==> config.mk <==
export PLATFORM = sky130hd
export DESIGN_NAME = game_select_ctrl
export DESIGN_NICKNAME = d
export VERILOG_FILES = /design/src/rtl/game_select_ctrl_pkg.sv /design/src/rtl/game_select_ctrl_sw_debounce.sv /design/src/rtl/game_select_ctrl.sv
export SDC_FILE = /design/constraint.sdc
export NUM_CORES = 1
export LEC_CHECK = 0
export BUFFER_PORTS_ARGS = -buffer_cell sky130_fd_sc_hd__buf_2
export CAP_MARGIN = 20
export CORE_UTILIZATION = 40
export DETAILED_ROUTE_END_ITERATION = 10
export GPL_TIMING_DRIVEN = 0
export SLEW_MARGIN = 30
export SYNTH_ARGS = -nofsm -noshare
export SYNTH_HDL_FRONTEND = slang
export SYNTH_SLANG_ARGS = --single-unit
==> constraint.sdc <==
create_clock -name clk -period 7 [get_ports clk]
set_clock_uncertainty 0.05 [all_clocks]
set_input_delay 1.4 -clock clk [delete_from_list [all_inputs] [get_ports clk]]
set_output_delay 1.4 -clock clk [all_outputs]
set_load 0.01 [all_outputs]
==> src/rtl/game_select_ctrl_pkg.sv <==
// rtl/game_select_ctrl_pkg.sv - game codes, default widths and FSM state encoding
package game_select_ctrl_pkg;

  localparam int NUM_GAMES_DEF = 8;
  localparam int GAME_W_DEF    = 4;

  localparam logic [GAME_W_DEF-1:0] MARIO       = 4'd0;
  localparam logic [GAME_W_DEF-1:0] DONKEY_KONG = 4'd1;
  localparam logic [GAME_W_DEF-1:0] PACMAN      = 4'd2;
  localparam logic [GAME_W_DEF-1:0] GALAGA      = 4'd3;
  localparam logic [GAME_W_DEF-1:0] DEFENDER2   = 4'd4;
  localparam logic [GAME_W_DEF-1:0] TENNIS      = 4'd5;
  localparam logic [GAME_W_DEF-1:0] GOLF        = 4'd6;
  localparam logic [GAME_W_DEF-1:0] PINBALL     = 4'd7;

  typedef logic [1:0] state_t;
  localparam state_t IDLE = 2'd0;
  localparam state_t REQ  = 2'd1;
  localparam state_t HOLD = 2'd2;

endpackage

==> src/rtl/game_select_ctrl_sw_debounce.sv <==
// rtl/game_select_ctrl_sw_debounce.sv - 2-flop synchroniser plus whole-bus debounce
module sw_debounce #(
  parameter int WIDTH  = 10,
  parameter int CYCLES = 50000
) (
  input  logic             clk,
  input  logic             rst,
  input  logic [WIDTH-1:0] din,
  output logic [WIDTH-1:0] stable,
  output logic             changed
);

  localparam int CNT_W = (CYCLES > 1) ? $clog2(CYCLES) : 1;
  localparam logic [CNT_W-1:0] CNT_MAX = CNT_W'(CYCLES - 1);

  logic [WIDTH-1:0] sync1, sync2, cand;
  logic [CNT_W-1:0] cnt, cnt_next;
  logic             settle;

  always_comb begin
    if (sync2 != cand)
      cnt_next = '0;
    else if (cnt == CNT_MAX)
      cnt_next = cnt;
    else
      cnt_next = cnt + CNT_W'(1);
  end

  // When settling, cand already equals sync2 (or is being loaded from it), so sync2 is the accepted pattern.
  assign settle = (cnt_next == CNT_MAX);

  always_ff @(posedge clk) begin
    if (rst) begin
      sync1   <= '0;
      sync2   <= '0;
      cand    <= '0;
      cnt     <= '0;
      stable  <= '0;
      changed <= 1'b0;
    end else begin
      sync1   <= din;
      sync2   <= sync1;
      cand    <= sync2;
      cnt     <= cnt_next;
      changed <= settle && (sync2 != stable);
      if (settle)
        stable <= sync2;
    end
  end

endmodule

==> src/rtl/game_select_ctrl.sv <==
// rtl/game_select_ctrl.sv - switch decode and swap handshake FSM for game selection
// Optional GAME_SEL_AUTO_EN: a valid debounced pattern change starts a swap without commit.
module game_select_ctrl
  import game_select_ctrl_pkg::*;
#(
  parameter int NUM_SW          = 10,
  parameter int NUM_GAMES       = NUM_GAMES_DEF,
  parameter int GAME_W          = GAME_W_DEF,
  parameter int DEBOUNCE_CYCLES = 50000,
  parameter int HOLD_CYCLES     = 16,
  parameter int DEFAULT_GAME    = int'(MARIO)
) (
  input  logic              clk,
  input  logic              rst,
  input  logic [NUM_SW-1:0] sw,
  input  logic              commit,
  input  logic              swap_ack,
  output logic [GAME_W-1:0] game,
  output logic              swap_req,
  output logic [GAME_W-1:0] pend_game,
  output logic              core_hold,
  output logic              sel_err
);

`ifdef GAME_SEL_AUTO_EN
  localparam bit AUTO_EN = 1'b1;
`else
  localparam bit AUTO_EN = 1'b0;
`endif

  localparam int HCNT_W = (HOLD_CYCLES > 1) ? $clog2(HOLD_CYCLES) : 1;
  localparam logic [HCNT_W-1:0] HCNT_MAX = HCNT_W'(HOLD_CYCLES - 1);

  logic [NUM_SW-1:0] stable;
  logic              stable_chg;
  logic [GAME_W-1:0] code;
  logic              high_set, valid, trig, start_swap;
  state_t            state;
  logic [HCNT_W-1:0] hold_cnt;

  sw_debounce #(
    .WIDTH (NUM_SW),
    .CYCLES(DEBOUNCE_CYCLES)
  ) u_debounce (
    .clk    (clk),
    .rst    (rst),
    .din    (sw),
    .stable (stable),
    .changed(stable_chg)
  );

  // Any set bit above the game range poisons the pattern, even if it is the only one.
  always_comb begin
    code     = '0;
    high_set = 1'b0;
    for (int i = 0; i < NUM_SW; i++) begin
      if (stable[i]) begin
        if (i < NUM_GAMES)
          code = GAME_W'(i);
        else
          high_set = 1'b1;
      end
    end
    valid = ($countones(stable) == 1) && !high_set;
  end

  assign trig       = commit || (AUTO_EN && stable_chg);
  assign start_swap = trig && valid && (code != game);

  always_ff @(posedge clk) begin
    if (rst) begin
      state     <= IDLE;
      game      <= GAME_W'(DEFAULT_GAME);
      pend_game <= GAME_W'(DEFAULT_GAME);
      swap_req  <= 1'b0;
      core_hold <= 1'b0;
      sel_err   <= 1'b0;
      hold_cnt  <= '0;
    end else begin
      sel_err <= 1'b0;
      case (state)
        IDLE: begin
          if (start_swap) begin
            pend_game <= code;
            swap_req  <= 1'b1;
            core_hold <= 1'b1;
            state     <= REQ;
          end else if (commit && !valid) begin
            sel_err <= 1'b1;
          end
        end
        REQ: begin
          if (swap_ack) begin
            game     <= pend_game;
            swap_req <= 1'b0;
            hold_cnt <= '0;
            state    <= HOLD;
          end
        end
        HOLD: begin
          if (hold_cnt == HCNT_MAX) begin
            core_hold <= 1'b0;
            state     <= IDLE;
          end else begin
            hold_cnt <= hold_cnt + HCNT_W'(1);
          end
        end
        default: state <= IDLE;
      endcase
    end
  end

endmodule

==> metrics, run 1 <==
status completed; Psw 175 uW; GPL Wtd Cong 0.776; CTS tree yes; Core Rows 31; # diodes 0; hold-fix buffers at CTS 0; Tmin final 4.36 ns; total chip power 775 uW; worst r2r dst pend_game[0]; global-route wire length before repair 9220 um; IO Count 25; CTS max path bufs 2; Yosys reg bits 71; PortBufs 22; GRT overflow 0; slowest stage delay, CP 0.56 ns; Synth area leaders dfxtp_1 (46%), nor2b_1 (8.5%), mux2_2 (4.4%); async set-reset flop share out of synthesis 0%; post-synthesis sequential area ratio 46.2%; Worst R2R Path Depth 14; CTS Buf Count 9; count leader, synth dfxtp_1; Hold WS 0.382 ns; # DRC 0; final slew viol count 0; Synth Flop Type dfxtp_1; Syn Inst Count 309; Period Utilization, post-route 62.3%; drt wl/cell 11.9 um; crit path max fanout 5; clock sink count 71; GRT Resource Usage Total 14.6%; Vias/cell 4.79; DP Area 3310 um2; min-delay worst type register to register; Area Overhead vs Synth 14.4%; post-synthesis area per instance 9.96 um2; Detailed Route WL 5300 um; hold path depth 1; layout cell share with drive strength beyond 1 17.8%; Critical Path AT 4.55 ns; worst vdd ir 0.000138 V; power per cell area 220 nW/um2; Startpoint Class register; DRT Pass-1 Iters 6; final hold vios 0; count of distinct cell types in the synthesized netlist 46; WHS Endpoint u_debounce.sync2[8]; worst r2r src u_debounce.stable[7]; post-synth top area share 46.2%; clock root buffer clkbuf_8; final setup fails 0; Max Clk Rate 229 MHz; core footprint 7330 um2; Register Area 1420 um2; sw frac 22.6%; Leak Pwr 1.44 nW; Die ar. 8050 um2; largest net degree at the start of global routing 14; post-DP HPWL 3800 um; Fin Setup TNS 0 ns; Die Ht 89.7 um; r2r setup slk 2.64 ns; area taken by multi-input logic gates 1540 um2; vias in the first global route 1991; Synth Warn # 0; most frequent cells after synthesis dfxtp_1 (71), nor2b_1 (42), nor2_1 (25); Die W 89.7 um; CP required 7.19 ns; WS Path Type register to register; number of max-cap violations 0; postcts setup bufs 0; Max-slew headroom 44.6%; sequential share of power 53.5%; RSZ-0062 raised after global routing no; post-route ant nets 0; Pint 600 uW; EDFF count, synth 0; cells resized by post-CTS repair 0; H-tree levels 3; clock power share 43.1%; CP max stage cell a2111oi_0; cell taking the most area after synthesis dfxtp_1; critical path capture point type register; actual slew at the worst max-slew pin 0.818 ns; Filler cells 715; Min-Delay Startpoint u_debounce.sync1[8]; starting DRC count in detailed routing 78; Comb pwr share 3.5%; vias after detailed routing 2139; Initial Util 42.0%; initial antenna violation count 0; CP Cell Sequence fa_1 -> fa_1 -> inv_1 -> fa_1 -> inv_1 -> ha_1 -> inv_1 -> fa_1 -> a2111o_1 -> a2111oi_0 -> nand2b_1 -> inv_1 -> o311ai_1 -> mux2_2; fin nets 367; Worst-Skew Late Latency 0.34 ns; design area 3520 um2; post-synthesis cell area 3080 um2; Clock transition at path regs 0.08 ns
-- power groups by stage --
stage,Sequential (mW),Clock (mW),Combinational (mW)
finish,0.414,0.334,0.0269
global route,0.415,0.364,0.0305
CTS,0.414,0.347,0.0276
detailed placement,0.424,0,0.0275
global placement,0.424,0,0.0272
floorplan,0.423,0,0.0182
-- how the worst max path moves through the flow --
stage	startpoint	to	slack [ns]	depth (start not counted)
after global placement	u_debounce.stable[0]	pend_game[2]	2.43	14
final	u_debounce.stable[7]	pend_game[0]	2.64	14
after detailed placement	u_debounce.stable[7]	pend_game[0]	2.57	14
after global routing	u_debounce.stable[3]	pend_game[2]	2.36	14
after floorplan	u_debounce.stable[0]	pend_game[0]	2.85	14
after CTS	u_debounce.stable[7]	pend_game[0]	2.59	14
-- per-layer routing --
metal | vias to the layer above | global-route usage, % | wire [um]
met5 | - | 0 | 0
met4 | 0 | 8.20 | 122
met3 | 9 | 4.06 | 179
met2 | 26 | 21.0 | 2240
met1 | 991 | 19.6 | 2760
li1 | 1113 | - | -
-- cells by family (layout without fill, tap and decap cells) --
family	Yosys count	count (layout)	share of synthesized area, %
buffers and inverters	28	66	3.74
AND/OR/NAND/NOR	123	123	23.9
AO/OA/AOI/OAI	31	31	6.43
multiplexers	19	19	6.71
other	1	2	0.122
adder cells (fa/ha/maj)	10	10	5.53
flip-flops	71	71	46.2
XOR/XNOR	26	26	7.40
-- layout make-up --
type	count	share of cell area (%)
buffer	12	1.56
clock buffer	10	3.91
clock inverter	6	1.95
inverter	16	1.71
multi-input combinational	211	43.9
sequential	71	40.4
tap	99	3.52
timing repair buffer	22	3.13
-- through the flow --
step	setup WS [ns]	util [%]	instances
6_report	2.64	48.0	447
5_1_grt	2.36	48.0	447
4_1_cts	2.59	48.0	447
3_5_place_dp	2.57	45.2	431
3_3_place_gp	2.43	45.2	431
2_1_floorplan	2.85	-	310
-- worst max-delay path, delay by kind of cell, from the launching register on --
kind,cells,cell delay [ns]
adder cells (fa/ha/maj),5,1.89
AO/OA/AOI/OAI,3,1.18
flip-flops,1,0.42
multiplexers,1,0.34
buffers and inverters,4,0.26
AND/OR/NAND/NOR,1,0.11
-- registers in the layout, indices dropped and copies added (netlist names), 2 cells and up --
register,flops
game,3
hold_cnt,4
pend_game,3
state,2
u_debounce.cand,10
u_debounce.cnt,16
u_debounce.stable,10
u_debounce.sync1,10
u_debounce.sync2,10
-- cell usage in the layout, fill, tap and decap left out, drive strengths merged, types with 2 or more instances in the layout --
cell type,instances
dfxtp,71
a31oi,3
nand3,3
and4,4
mux2i,6
nand2b,8
xnor2,12
and3,5
buf,27
o21ai,6
nand4,10
and4bb,2
nand2,10
conb,2
a211oi,2
ha,4
inv,17
o31ai,2
clkinv,3
nor4,3
mux2,13
nor2,25
nor3,4
a21oi,11
nor2b,42
nand3b,2
clkbuf,17
fa,6
xor2,14
Note: power is estimated with default switching activity, not from simulation.
==> inputs of run 2 (changes only) <==
==> constraint.sdc (replaced) <==
create_clock -name clk -period 3.65 [get_ports clk]
set_clock_uncertainty 0.05 [all_clocks]
set_input_delay 0.73 -clock clk [delete_from_list [all_inputs] [get_ports clk]]
set_output_delay 0.73 -clock clk [all_outputs]
set_load 0.01 [all_outputs]
==> run 2 against run 1 <==
Net effect:
- combinational power grew 91%
- die area unchanged
- cell count increased by 0.89%
- the flow now finishes with violations (negative setup slack)
- non-clock buffer count up 4
==> metrics, run 2 (synthesized netlist as in run 1, its figures left out) <==
DRT Pass-1 Iters 4 (was 6); worst vdd ir 0.000238 V (was 0.000138 V); total chip power 1.44 mW (was 775 uW); H-tree levels 3 (unchanged); Leak Pwr 1.45 nW (was 1.44 nW); most frequent cells in the layout dfxtp_1 (67), nor2b_1 (42), nor2_1 (25), buf_2 (24), xor2_1 (14) (was dfxtp_1 (71), nor2b_1 (42), nor2_1 (25), buf_2 (24), inv_1 (16)); clock root buffer clkbuf_8 (unchanged); CP max stage cell fa_1 (was a2111oi_0); largest register by flop count u_debounce.cnt (unchanged); Fin Setup TNS -1.22 ns (was 0 ns); CTS Buf Count 9 (unchanged); core footprint 7330 um2 (unchanged); Critical Path AT 4.10 ns (was 4.55 ns); slowest stage delay, CP 0.52 ns (was 0.56 ns); GPL Wtd Cong 0.780 (was 0.776); Worst-Skew Late Latency 0.34 ns (about the same); hold-fix buffers at CTS 0 (unchanged); CTS max path bufs 2 (unchanged); GRT Resource Usage Total 15.2% (was 14.6%); CP required 3.84 ns (was 7.19 ns); Startpoint Class register (unchanged); starting DRC count in detailed routing 80 (was 78); CP Cell Sequence fa_1 -> fa_1 -> inv_1 -> fa_1 -> inv_2 -> ha_4 -> inv_2 -> fa_2 -> a2111o_1 -> a2111oi_4 -> nand2b_1 -> inv_2 -> o311ai_4 -> mux2_4 (was fa_1 -> fa_1 -> inv_1 -> fa_1 -> inv_1 -> ha_1 -> inv_1 -> fa_1 -> a2111o_1 -> a2111oi_0 -> nand2b_1 -> inv_1 -> o311ai_1 -> mux2_2); crit path max fanout 4 (was 5); Hold WS 0.389 ns (was 0.382 ns); failing checks negative setup slack; final hold vios 0 (unchanged); CTS tree yes (unchanged); WS Path Type register to register (unchanged); Vias/cell 4.80 (was 4.79); actual slew at the worst max-slew pin 0.682 ns (was 0.818 ns); critical path capture point type register (unchanged); PortBufs 22 (unchanged); # DRC 0 (unchanged); Area Overhead vs Synth 17.1% (was 14.4%); GRT overflow 0 (unchanged); global-route wire length before repair 9830 um (was 9220 um); Clock transition at path regs 0.09 ns (was 0.08 ns); Max-slew headroom 54.2% (was 44.6%); min-delay worst type register to register (unchanged); Initial Util 42.0% (unchanged); vias after detailed routing 2164 (was 2139); # diodes 0 (unchanged); commonest non-fill, non-tap cell in the layout dfxtp_1 (unchanged); max FFs per register 16 (unchanged); Detailed Route WL 5490 um (was 5300 um); largest net degree at the start of global routing 16 (was 14); critical path's top delay family adder cells (unchanged); r2r setup slk -0.26 ns (was 2.64 ns); crit path buf inv count 4 (unchanged); final setup fails 6 (was 0); Die Ht 89.7 um (unchanged); Die ar. 8050 um2 (unchanged); layout cell share with drive strength beyond 1 22.4% (was 17.8%); Max Clk Rate 256 MHz (was 229 MHz); RSZ-0062 raised after global routing yes (was no); post-DP HPWL 3980 um (was 3800 um); clock sink count 71 (unchanged); post-route ant nets 0 (unchanged); Core Rows 31 (unchanged); number of max-cap violations 0 (unchanged); Final WS setup -0.257 ns (was 2.64 ns); Die W 89.7 um (unchanged); fin nets 371 (was 367); initial antenna violation count 0 (unchanged); Post-Place Worst Slack -0.317 ns (was 2.57 ns); power per cell area 399 nW/um2 (was 220 nW/um2); Filler cells 710 (was 715); IO Count 25 (unchanged); Period Utilization, post-route 107% (was 62.3%); vias in the first global route 2117 (was 1991); drt wl/cell 12.2 um (was 11.9 um); final slew viol count 0 (unchanged); Tmin final 3.91 ns (was 4.36 ns); status complete, but fails checks (was completed)
run 2: changes by cell type in the layout (fill, tap and decap cells not counted), sizes merged:
cell      before  now
bufinv         1    0
clkinvlp       1    2
buf           27   31
clkbuf        17   16
inv           17   21
clkinv         3    0
run 2: per-layer routing:
metal	wire length [um]	vias to the layer above	GRT usage [%]
met2	2460	26	23.6
met5	0	-	0
met3	171	4	4.57
met1	2790	1015	20.1
li1	-	1119	-
met4	62	0	5.33
run 2: layout make-up:
class                      count  area, um2  area share, %
tap                           99        124           3.44
clock buffer                   9        124           3.44
inverter                      16       60.1           1.67
sequential                    71       1430           39.7
timing repair buffer          26        140           3.89
clock inverter                 7       61.3           1.70
buffer                        12       55.1           1.53
multi-input combinational    211       1610           44.7
run 2: worst paths after layout:
path / from / end / cells past startpoint
max reg2reg: u_debounce.stable[3] / pend_game[1] / 14
min: u_debounce.sync1[9] / u_debounce.sync2[9] / 1
max: u_debounce.stable[3] / pend_game[1] / 14
min reg2reg: u_debounce.sync1[9] / u_debounce.sync2[9] / 1
run 2: power by group:
part | total, mW | switching, mW | internal, mW
Sequential | 0.794 | 0.00605 | 0.788
Combinational | 0.0515 | 0.0274 | 0.0241
Clock | 0.592 | 0.331 | 0.261
Total | 1.44 | 0.365 | 1.07
run 2: per-stage QoR:
stage	instance area, um2	util (%)	instances
4_1_cts	3580	48.9	450
3_5_place_dp	3360	45.8	431
5_1_grt	3600	49.2	451
3_3_place_gp	3360	45.8	431
6_report	3600	49.2	451
2_1_floorplan	3120	-	310
run 2: repair_timing:
action | CTS | global route
resized for setup | 8 | 4
setup endpoints to repair | 6 | 6
pin swaps | 1 | 0
buffers inserted | 3 | 1
endpoints found under the hold margin | 0 | 0
cloned | 0 | 0
